$ cat src/rtl/weight_load_pkg.sv
// Shared constants and state encoding for the kernel weight loader.
// CKSUM_W sizes the optional checksum enabled by WEIGHT_CKSUM_EN.
package weight_load_pkg;
   localparam int NUM_W   = 25;
   localparam int DATA_W  = 8;
   localparam int ADDR_W  = 5;
   localparam int KSEL_W  = 2;
   localparam int ROM_AW  = 7;
   localparam int CKSUM_W = $clog2(NUM_W * 255 + 1);

   typedef enum logic [1:0] {
      IDLE,
      FETCH,
      DRAIN
   } state_t;
endpackage

$ cat src/rtl/weight_load_ctrl_if.sv
// ROM read / bank write / status bundle of the weight loader.
// oCksum exists only when WEIGHT_CKSUM_EN is defined.
interface weight_load_ctrl_if;
   import weight_load_pkg::*;

   logic                iStart;
   logic                iAbort;
   logic [KSEL_W-1:0]   iKernelSel;
   logic [ROM_AW-1:0]   oRomAddr;
   logic [DATA_W-1:0]   iRomData;
   logic                oWren;
   logic [ADDR_W-1:0]   oAddr;
   logic [DATA_W-1:0]   oWeight;
   logic                oBusy;
   logic                oDone;
   logic                oLoadedValid;
   logic [KSEL_W-1:0]   oLoadedSel;
`ifdef WEIGHT_CKSUM_EN
   logic [CKSUM_W-1:0]  oCksum;
`endif

   modport master (
      input  iStart, iAbort, iKernelSel, iRomData,
      output oRomAddr, oWren, oAddr, oWeight,
      output oBusy, oDone, oLoadedValid, oLoadedSel
`ifdef WEIGHT_CKSUM_EN
      , output oCksum
`endif
   );

   modport slave (
      output iStart, iAbort, iKernelSel, iRomData,
      input  oRomAddr, oWren, oAddr, oWeight,
      input  oBusy, oDone, oLoadedValid, oLoadedSel
`ifdef WEIGHT_CKSUM_EN
      , input oCksum
`endif
   );
endinterface

$ cat src/rtl/weight_cksum.sv
// Running unsigned sum of written weights; cleared on load start.
// Only instantiated when WEIGHT_CKSUM_EN is defined.
module weight_cksum
   import weight_load_pkg::*;
(
   input  logic               clk,
   input  logic               rst,
   input  logic               clr,
   input  logic               acc,
   input  logic [DATA_W-1:0]  din,
   output logic [CKSUM_W-1:0] sum
);
   always_ff @(posedge clk or posedge rst) begin
      if (rst)
         sum <= '0;
      else if (clr)
         sum <= '0;
      else if (acc)
         sum <= sum + CKSUM_W'(din);
   end
endmodule

$ cat src/rtl/weight_load_ctrl.sv
// Copies one 25-weight kernel from a synchronous ROM into the weight bank.
// Define WEIGHT_CKSUM_EN to add the oCksum running-sum output.
module weight_load_ctrl
   import weight_load_pkg::*;
(
   input  logic               iCLK,
   input  logic               iRST,
   weight_load_ctrl_if.master bus
);
   localparam logic [ADDR_W-1:0] LAST = ADDR_W'(NUM_W - 1);

   state_t              state_q, state_d;
   logic [ADDR_W-1:0]   cnt_q, cnt_d;
   logic [KSEL_W-1:0]   sel_q, sel_d;
   logic [ROM_AW-1:0]   rom_q, rom_d;
   logic                wren_q, wren_d;
   logic [ADDR_W-1:0]   addr_q, addr_d;
   logic                busy_q, busy_d;
   logic                done_q, done_d;
   logic                lv_q, lv_d;
   logic [KSEL_W-1:0]   ls_q, ls_d;
   logic [ROM_AW-1:0]   base;
   logic                go;

   assign base = ROM_AW'(bus.iKernelSel) * ROM_AW'(NUM_W);
   assign go   = (state_q == IDLE) && bus.iStart && !bus.iAbort;

   always_comb begin
      state_d = state_q;
      cnt_d   = cnt_q;
      sel_d   = sel_q;
      rom_d   = rom_q;
      wren_d  = wren_q;
      addr_d  = addr_q;
      busy_d  = busy_q;
      done_d  = 1'b0;
      lv_d    = lv_q;
      ls_d    = ls_q;
      unique case (state_q)
         IDLE: begin
            if (go) begin
               state_d = FETCH;
               cnt_d   = '0;
               sel_d   = bus.iKernelSel;
               rom_d   = base;
               busy_d  = 1'b1;
               lv_d    = 1'b0;
            end
         end
         FETCH: begin
            if (bus.iAbort) begin
               state_d = IDLE;
               wren_d  = 1'b0;
               busy_d  = 1'b0;
            end else begin
               // write trails the read by the ROM's one-cycle latency
               wren_d = 1'b1;
               addr_d = cnt_q;
               if (cnt_q == LAST) begin
                  state_d = DRAIN;
               end else begin
                  cnt_d = cnt_q + 1'b1;
                  rom_d = rom_q + 1'b1;
               end
            end
         end
         DRAIN: begin
            state_d = IDLE;
            wren_d  = 1'b0;
            busy_d  = 1'b0;
            if (!bus.iAbort) begin
               done_d = 1'b1;
               lv_d   = 1'b1;
               ls_d   = sel_q;
            end
         end
         default: state_d = IDLE;
      endcase
   end

   always_ff @(posedge iCLK or posedge iRST) begin
      if (iRST) begin
         state_q <= IDLE;
         cnt_q   <= '0;
         sel_q   <= '0;
         rom_q   <= '0;
         wren_q  <= 1'b0;
         addr_q  <= '0;
         busy_q  <= 1'b0;
         done_q  <= 1'b0;
         lv_q    <= 1'b0;
         ls_q    <= '0;
      end else begin
         state_q <= state_d;
         cnt_q   <= cnt_d;
         sel_q   <= sel_d;
         rom_q   <= rom_d;
         wren_q  <= wren_d;
         addr_q  <= addr_d;
         busy_q  <= busy_d;
         done_q  <= done_d;
         lv_q    <= lv_d;
         ls_q    <= ls_d;
      end
   end

   assign bus.oRomAddr     = rom_q;
   assign bus.oWren        = wren_q;
   assign bus.oAddr        = addr_q;
   assign bus.oWeight      = bus.iRomData;
   assign bus.oBusy        = busy_q;
   assign bus.oDone        = done_q;
   assign bus.oLoadedValid = lv_q;
   assign bus.oLoadedSel   = ls_q;

`ifdef WEIGHT_CKSUM_EN
   weight_cksum u_cksum (
      .clk (iCLK),
      .rst (iRST),
      .clr (go),
      .acc (wren_q),
      .din (bus.iRomData),
      .sum (bus.oCksum)
   );
`endif
endmodule

$ cat src/flat_wrapper.sv
// flat-port wrapper written by rule: the top's interface ports become plain ports
module weight_load_ctrl_flat import weight_load_pkg::*;
  (iCLK, iRST, bus_iStart, bus_iAbort, bus_iKernelSel, bus_iRomData, bus_oRomAddr, bus_oWren, bus_oAddr, bus_oWeight, bus_oBusy, bus_oDone, bus_oLoadedValid, bus_oLoadedSel);
  weight_load_ctrl_if bus_i ();
  input  logic iCLK;
  input  logic iRST;
  input wire logic [$bits(bus_i.iStart)-1:0] bus_iStart;
  input wire logic [$bits(bus_i.iAbort)-1:0] bus_iAbort;
  input wire logic [$bits(bus_i.iKernelSel)-1:0] bus_iKernelSel;
  input wire logic [$bits(bus_i.iRomData)-1:0] bus_iRomData;
  output wire logic [$bits(bus_i.oRomAddr)-1:0] bus_oRomAddr;
  output wire logic [$bits(bus_i.oWren)-1:0] bus_oWren;
  output wire logic [$bits(bus_i.oAddr)-1:0] bus_oAddr;
  output wire logic [$bits(bus_i.oWeight)-1:0] bus_oWeight;
  output wire logic [$bits(bus_i.oBusy)-1:0] bus_oBusy;
  output wire logic [$bits(bus_i.oDone)-1:0] bus_oDone;
  output wire logic [$bits(bus_i.oLoadedValid)-1:0] bus_oLoadedValid;
  output wire logic [$bits(bus_i.oLoadedSel)-1:0] bus_oLoadedSel;
  assign bus_i.iStart = bus_iStart;
  assign bus_i.iAbort = bus_iAbort;
  assign bus_i.iKernelSel = bus_iKernelSel;
  assign bus_i.iRomData = bus_iRomData;
  assign bus_oRomAddr = bus_i.oRomAddr;
  assign bus_oWren = bus_i.oWren;
  assign bus_oAddr = bus_i.oAddr;
  assign bus_oWeight = bus_i.oWeight;
  assign bus_oBusy = bus_i.oBusy;
  assign bus_oDone = bus_i.oDone;
  assign bus_oLoadedValid = bus_i.oLoadedValid;
  assign bus_oLoadedSel = bus_i.oLoadedSel;
  weight_load_ctrl u_core (.iCLK(iCLK), .iRST(iRST), .bus(bus_i));
endmodule
$ cat config.mk
export PLATFORM = sky130hd
export DESIGN_NAME = weight_load_ctrl_flat
export DESIGN_NICKNAME = d
export VERILOG_FILES = /design/src/rtl/weight_load_pkg.sv /design/src/rtl/weight_load_ctrl_if.sv /design/src/rtl/weight_cksum.sv /design/src/rtl/weight_load_ctrl.sv /design/src/flat_wrapper.sv
export SDC_FILE = /design/constraint.sdc
export NUM_CORES = 1
export LEC_CHECK = 0
export ABC_AREA = 1
export CAP_MARGIN = 0
export CORE_UTILIZATION = 32
export DETAILED_ROUTE_END_ITERATION = 7
export PLACE_DENSITY = 0.55
export REMOVE_ABC_BUFFERS = 1
export SYNTH_ARGS = -nofsm -noshare
export SYNTH_HDL_FRONTEND = slang
export SYNTH_SLANG_ARGS = --single-unit
export TNS_END_PERCENT = 20
$ cat constraint.sdc
create_clock -name iCLK -period 4 [get_ports iCLK]
set_clock_uncertainty 0.15 [all_clocks]
set_input_delay 1 -clock iCLK [delete_from_list [all_inputs] [get_ports iCLK]]
set_output_delay 1 -clock iCLK [all_outputs]
set_load 0.01 [all_outputs]
==> qor.csv, run 1 <==
metric,value,unit
clockBufferDepth,2,
wire_per_inst,11.0,um
power_leakage,0.882,nW
postCtsHoldBufs,0,
firstDrtPassIters,4,
path_class,reg -> out,
tightest_slew,1.04,ns
antennaDiodeCount,0,
cp_max_fo,8,
cts_tree,done,
place_area,0.00180,mm2
port_buffers,23,
final_util,38.9,%
ir_drop,0.216,mV
antenna_left,0,
remaining_drc_errors,0,
cp_slowest_cell,clkdlybuf4s50_1,
holdPathStages,2,
pwr_density_cell,684,mW/mm2
rrSetupSlack,1.78,ns
rows,25,
first_iter_violations,52,
insertion_delay,0.27,ns
antenna_found_initial,0,
synth-seq-cells,27,
r2r-start,u_core.state_q[1],
min_to,u_core.bus.oLoadedSel[1],
synth_cell_types,25,
synth_area,0.00158,mm2
path_buf_inv,1,
cts-root-buf,clkbuf_8,
cts_resized,0,
finalSetupViolCount,0,
wl,3050,um
min_path_type,reg -> reg,
cp.arrival,1.33,ns
end_kind,output pin,
cts.sinks,27,
syn_to_final_growth,16.9,%
die_area,0.00523,mm2
hold_viol,0,
r2r-end,u_core.cnt_q[1],
grt_max_degree,28,
layout_commonest_cell,nand2_1,
maxCapViolCount,0,
cts_max_level,1,
fin_area,0.00185,mm2
worstRegToRegCells,7,
tns,0,ns
slowest_delay,0.58,ns
core-area,0.00475,mm2
clkTransAtPathRegs,0.09,ns
finalCritPeriodShare,62.0,%
dp_hpwl,2200,um
crit_chain,clkdlybuf4s50_1,
grt.overflow.total,0,
layout-drive-gt1-share,11.0,%
post-cts-setup-buffers,0,
n_fill_cell,520,
dr_total_vias,1202,
grt.total_usage,12.5,%
vias_per_cell,4.36,
globalplace.congestion,0.718,
grt_pass1_wl,5190,um
ys_seq_area_share,42.7,%
nets,233,
outcome,finished clean,
grt_pass1_vias,1132,
crit_required,2.85,ns
slew_violations,0,
netlist_instances,194,
die_w,72.3,um
slew_headroom,30.6,%
numCtsBuffers,3,
synth_area_per_cell,8.15,um2
initial_core_util,33.3,%
final_cell_mix,"nand2_1, dfrtp_1, inv_1, clkdlybuf4s50_1, o21ai_0",
yosys_warnings,0,
fmax,404,MHz
min_from,u_core.sel_q[1],
die_h,72.3,um
ios,40,
rsz0062_at_grt,no,
startpoint_type,register,
period_needed,2.48,ns
cp_top_family,buffers and inverters,
[cell type report]
class	instances	area, um2	area share (%)
clock buffers	3	41.3	2.23
clock inverters	1	5.00	0.271
inverters	26	97.6	5.28
multi-input cells	129	716	38.7
flip-flops and latches	27	676	36.5
well taps	67	83.8	4.53
repair buffers	23	230	12.4
[cells in the mapped netlist]
cell,n,share of area [%]
a31oi_1,1,0.40
nand3_1,12,3.8
nand4_1,1,0.40
xor2_1,3,1.7
o21bai_1,1,0.47
nor2_2,1,0.40
nand2_1,59,14
o21ai_2,4,2.2
dfrtp_1,27,43
nand2_2,3,1.2
o21ai_0,13,4.1
buf_2,2,0.63
o21ai_1,5,1.6
inv_2,3,0.71
ha_1,9,7.1
nor2_1,7,1.7
o21ai_4,1,1.0
or2_2,2,0.79
buf_4,8,3.8
a21oi_4,1,1.0
inv_1,23,5.5
buf_6,2,1.4
nand3_2,4,2.5
a21oi_1,1,0.32
xnor2_1,1,0.55
[kinds of logic after synthesis]
| family | after synthesis | share of synthesized area [%] |
|---|---|---|
| AND/OR/NAND/NOR | 89 | 24.8 |
| buffers and inverters | 38 | 12.0 |
| AO/OA/AOI/OAI | 27 | 11.2 |
| flip-flops | 27 | 42.7 |
| adder cells (fa/ha/maj) | 9 | 7.12 |
| XOR/XNOR | 4 | 2.22 |
[metrics by stage]
stage / worst slack [ns] / total power [mW] / cells / hold slack, ns
after floorplan: 1.85 / 0.870 / 182 / 0.292
after global placement: 1.33 / 1.12 / 272 / 0.308
after detailed placement: 1.32 / 1.12 / 272 / 0.309
after CTS: 1.49 / 1.29 / 276 / 0.335
after global routing: 1.43 / 1.39 / 276 / 0.361
final: 1.52 / 1.26 / 276 / 0.331
[worst max path at each step]
stage | start | to | cells past startpoint
2_1_floorplan | bus_iRomData[0] | bus_oWeight[0] | 0
3_3_place_gp | bus_iAbort | u_core.cnt_q[0] | 7
3_5_place_dp | bus_iAbort | u_core.cnt_q[1] | 7
4_1_cts | u_core.bus.oRomAddr[0] | bus_oRomAddr[0] | 1
5_1_grt | u_core.bus.oRomAddr[0] | bus_oRomAddr[0] | 1
6_report | u_core.bus.oRomAddr[0] | bus_oRomAddr[0] | 1
[sequential cells by signal, indices dropped and copies added, names as in the netlist]
name / cells
u_core.bus.oLoadedSel: 2
u_core.bus.oDone: 1
u_core.cnt_q: 5
u_core.bus.oBusy: 1
u_core.bus.oAddr: 5
u_core.bus.oRomAddr: 7
u_core.bus.oWren: 1
u_core.sel_q: 2
u_core.bus.oLoadedValid: 1
u_core.state_q: 2
[routing by layer]
metal	up-vias	track usage (%)	share of wire, %
met3	2	2.92	3.3
met2	23	19.8	45
met4	0	3.27	0.56
met1	548	17.1	51
li1	629	-	-
met5	-	0	0
[power by group]
group          switching (mW)  leakage (nW)  internal [mW]
registers              0.0966         0.349          0.374
clock network          0.0866        0.0255         0.0698
logic                   0.357         0.508          0.281
total                   0.540         0.882          0.724
[worst min-delay path: cells and delay by family, from the launching register on]
family | cells | cell delay (ns)
simple gates | 2 | 0.10
flops | 1 | 0.35
Note: power is estimated with default switching activity, not from simulation.
==> run 2, diff against run 1 <==
PLACE_DENSITY = 0.57   (was 0.55)
clock period = 2.2 ns   (was 4 ns; I/O delays follow)
==> run 2 against run 1 <==
Total power increased by 93%; flip-flop and latch count unchanged; clock power increased by 88%; wire length decreased by 0.16%; critical path type unchanged.
==> qor.csv, run 2 (synthesized netlist as in run 1, its figures left out) <==
metric,value,unit,change
die_w,72.3,um,unchanged
crit_chain,clkdlybuf4s50_1,,
cp.arrival,1.33,ns,about the same
finalCritPeriodShare,92.1,%,
end_kind,output pin,,
finalSetupViolCount,0,,unchanged
post-cts-setup-buffers,0,,unchanged
ios,40,,unchanged
vias_per_cell,4.36,,+0.17%
worst-path-stages,1,,unchanged
clockBufferDepth,2,,unchanged
grt_pass1_vias,1174,,+3.7%
grt_pass1_wl,5390,um,+3.9%
maxCapViolCount,0,,unchanged
antenna_left,0,,unchanged
wire_per_inst,10.7,um,-3.0%
cp_max_fo,8,,unchanged
cts.sinks,27,,unchanged
firstDrtPassIters,4,,unchanged
post-place-cells,280,,+2.9%
nets,241,,+3.4%
power_leakage,0.920,nW,+4.3%
first_iter_violations,47,,-9.6%
cts_tree,done,,
cts_resized,0,,unchanged
port_buffers,23,,unchanged
initial_core_util,33.3,%,unchanged
rrSetupSlack,0.48,ns,-1.30 ns
holdPathStages,2,,unchanged
wl,3040,um,-0.16%
numCtsBuffers,3,,unchanged
grt.total_usage,13.2,%,+0.66 points
path_buf_inv,1,,unchanged
ir_drop,0.341,mV,+58%
postCtsHoldBufs,0,,unchanged
worstRegToRegCells,8,,+1
tightest_slew,0.360,ns,-0.679 ns
grt_max_degree,17,,-39%
hold_slack,0.338,ns,+0.00715 ns
rsz0062_at_grt,no,,
slew_violations,0,,unchanged
layout-drive-gt1-share,14.3,%,+3.3 points
fmax,493,MHz,
layout_commonest_cell,nand2_1,,
outcome,finished clean,,
crit_required,1.50,ns,-1.35 ns
dr_total_vias,1239,,+3.1%
dp_hpwl,2310,um,+4.8%
min_path_type,reg -> reg,,
pwr_density_cell,1270,mW/mm2,+85%
rows,25,,unchanged
grt.overflow.total,0,,unchanged
die_h,72.3,um,unchanged
r2r-start,u_core.state_q[0],,
largest_register_ffs,7,,unchanged
min_from,u_core.sel_q[1],,
globalplace.congestion,0.783,,+9.1%
cp_top_family,buffers and inverters,,
startpoint_type,register,,
core-area,0.00475,mm2,unchanged
min_to,u_core.bus.oLoadedSel[1],,
antenna_found_initial,0,,unchanged
antennaDiodeCount,0,,unchanged
clkTransAtPathRegs,0.10,ns,about the same
tns,0,ns,unchanged
path_class,reg -> out,,
cts-root-buf,clkbuf_8,,
insertion_delay,0.28,ns,about the same
final_cell_mix,"nand2_1, dfrtp_1, inv_1, clkdlybuf4s50_1, o21ai_0",,
slew_headroom,76.0,%,+45 points
slowest_delay,0.58,ns,about the same
die_area,0.00523,mm2,unchanged
cts_max_level,1,,unchanged
period_needed,2.03,ns,
syn_to_final_growth,21.7,%,
hold_viol,0,,unchanged
instances_no_fill,284,,+2.9%
r2r-end,u_core.bus.oRomAddr[1],,
remaining_drc_errors,0,,unchanged
cp_slowest_cell,clkdlybuf4s50_1,,
-- run 2: changes by cell type in the layout (fill, tap and decap cells not counted), sizes merged --
cell	previous run	this run
clkinvlp	0	1
buf	0	8
clkinv	1	0
-- run 2: worst min-delay path: stages (launching register included) --
cell	delay (ns)
dfrtp_1	0.36
nand2_1	0.05
nand2_1	0.05
-- run 2: how the worst max path moves through the flow --
stage / from / slack [ns] / endpoint
5_1_grt: u_core.bus.oRomAddr[0] / 0.10 / bus_oRomAddr[0]
2_1_floorplan: u_core.state_q[1] / 0.41 / u_core.cnt_q[0]
4_1_cts: u_core.bus.oRomAddr[0] / 0.16 / bus_oRomAddr[0]
6_report: u_core.bus.oRomAddr[0] / 0.17 / bus_oRomAddr[0]
3_3_place_gp: bus_iStart / 0.20 / u_core.bus.oRomAddr[3]
3_5_place_dp: bus_iAbort / 0.19 / u_core.cnt_q[4]
-- run 2: final cells by class --
cell class | instances | area, um2
fillers | 492 | 2830
multi-input cells | 129 | 716
flip-flops and latches | 27 | 676
repair buffers | 31 | 303
inverters | 26 | 97.6
well taps | 67 | 83.8
clock buffers | 3 | 41.3
clock inverters | 1 | 7.51
-- run 2: metal layers --
metal	global-route usage (%)	routed length [um]	vias to the layer above
met5	0	0	-
met4	2.61	23	0
met3	4.17	133	4
met2	19.4	1320	26
met1	18.9	1570	565
li1	-	-	644
-- run 2: metrics by stage --
step	area (um2)	util, %	total power [mW]	setup WS (ns)
floorplan	1490	-	1.58	0.408
global placement	1880	39.4	2.15	0.196
detailed placement	1880	39.4	2.17	0.190
CTS	1920	40.5	2.48	0.155
global route	1920	40.5	2.68	0.100
finish	1920	40.5	2.44	0.173
-- run 2: where the power goes --
| group | internal [mW] | leakage [nW] | switching [mW] | total [mW] |
|---|---|---|---|---|
| Clock | 0.129 | 0.0217 | 0.165 | 0.294 |
| Combinational | 0.611 | 0.549 | 0.686 | 1.30 |
| Sequential | 0.680 | 0.349 | 0.169 | 0.849 |
==> run 3, diff against run 2 <==
SKIP_CTS_REPAIR_TIMING = 1   (was unset)
SLEW_MARGIN = 20   (was unset)
==> results of run 3 <==
The final DEF is identical to that of run 2; final timing and power are the same.
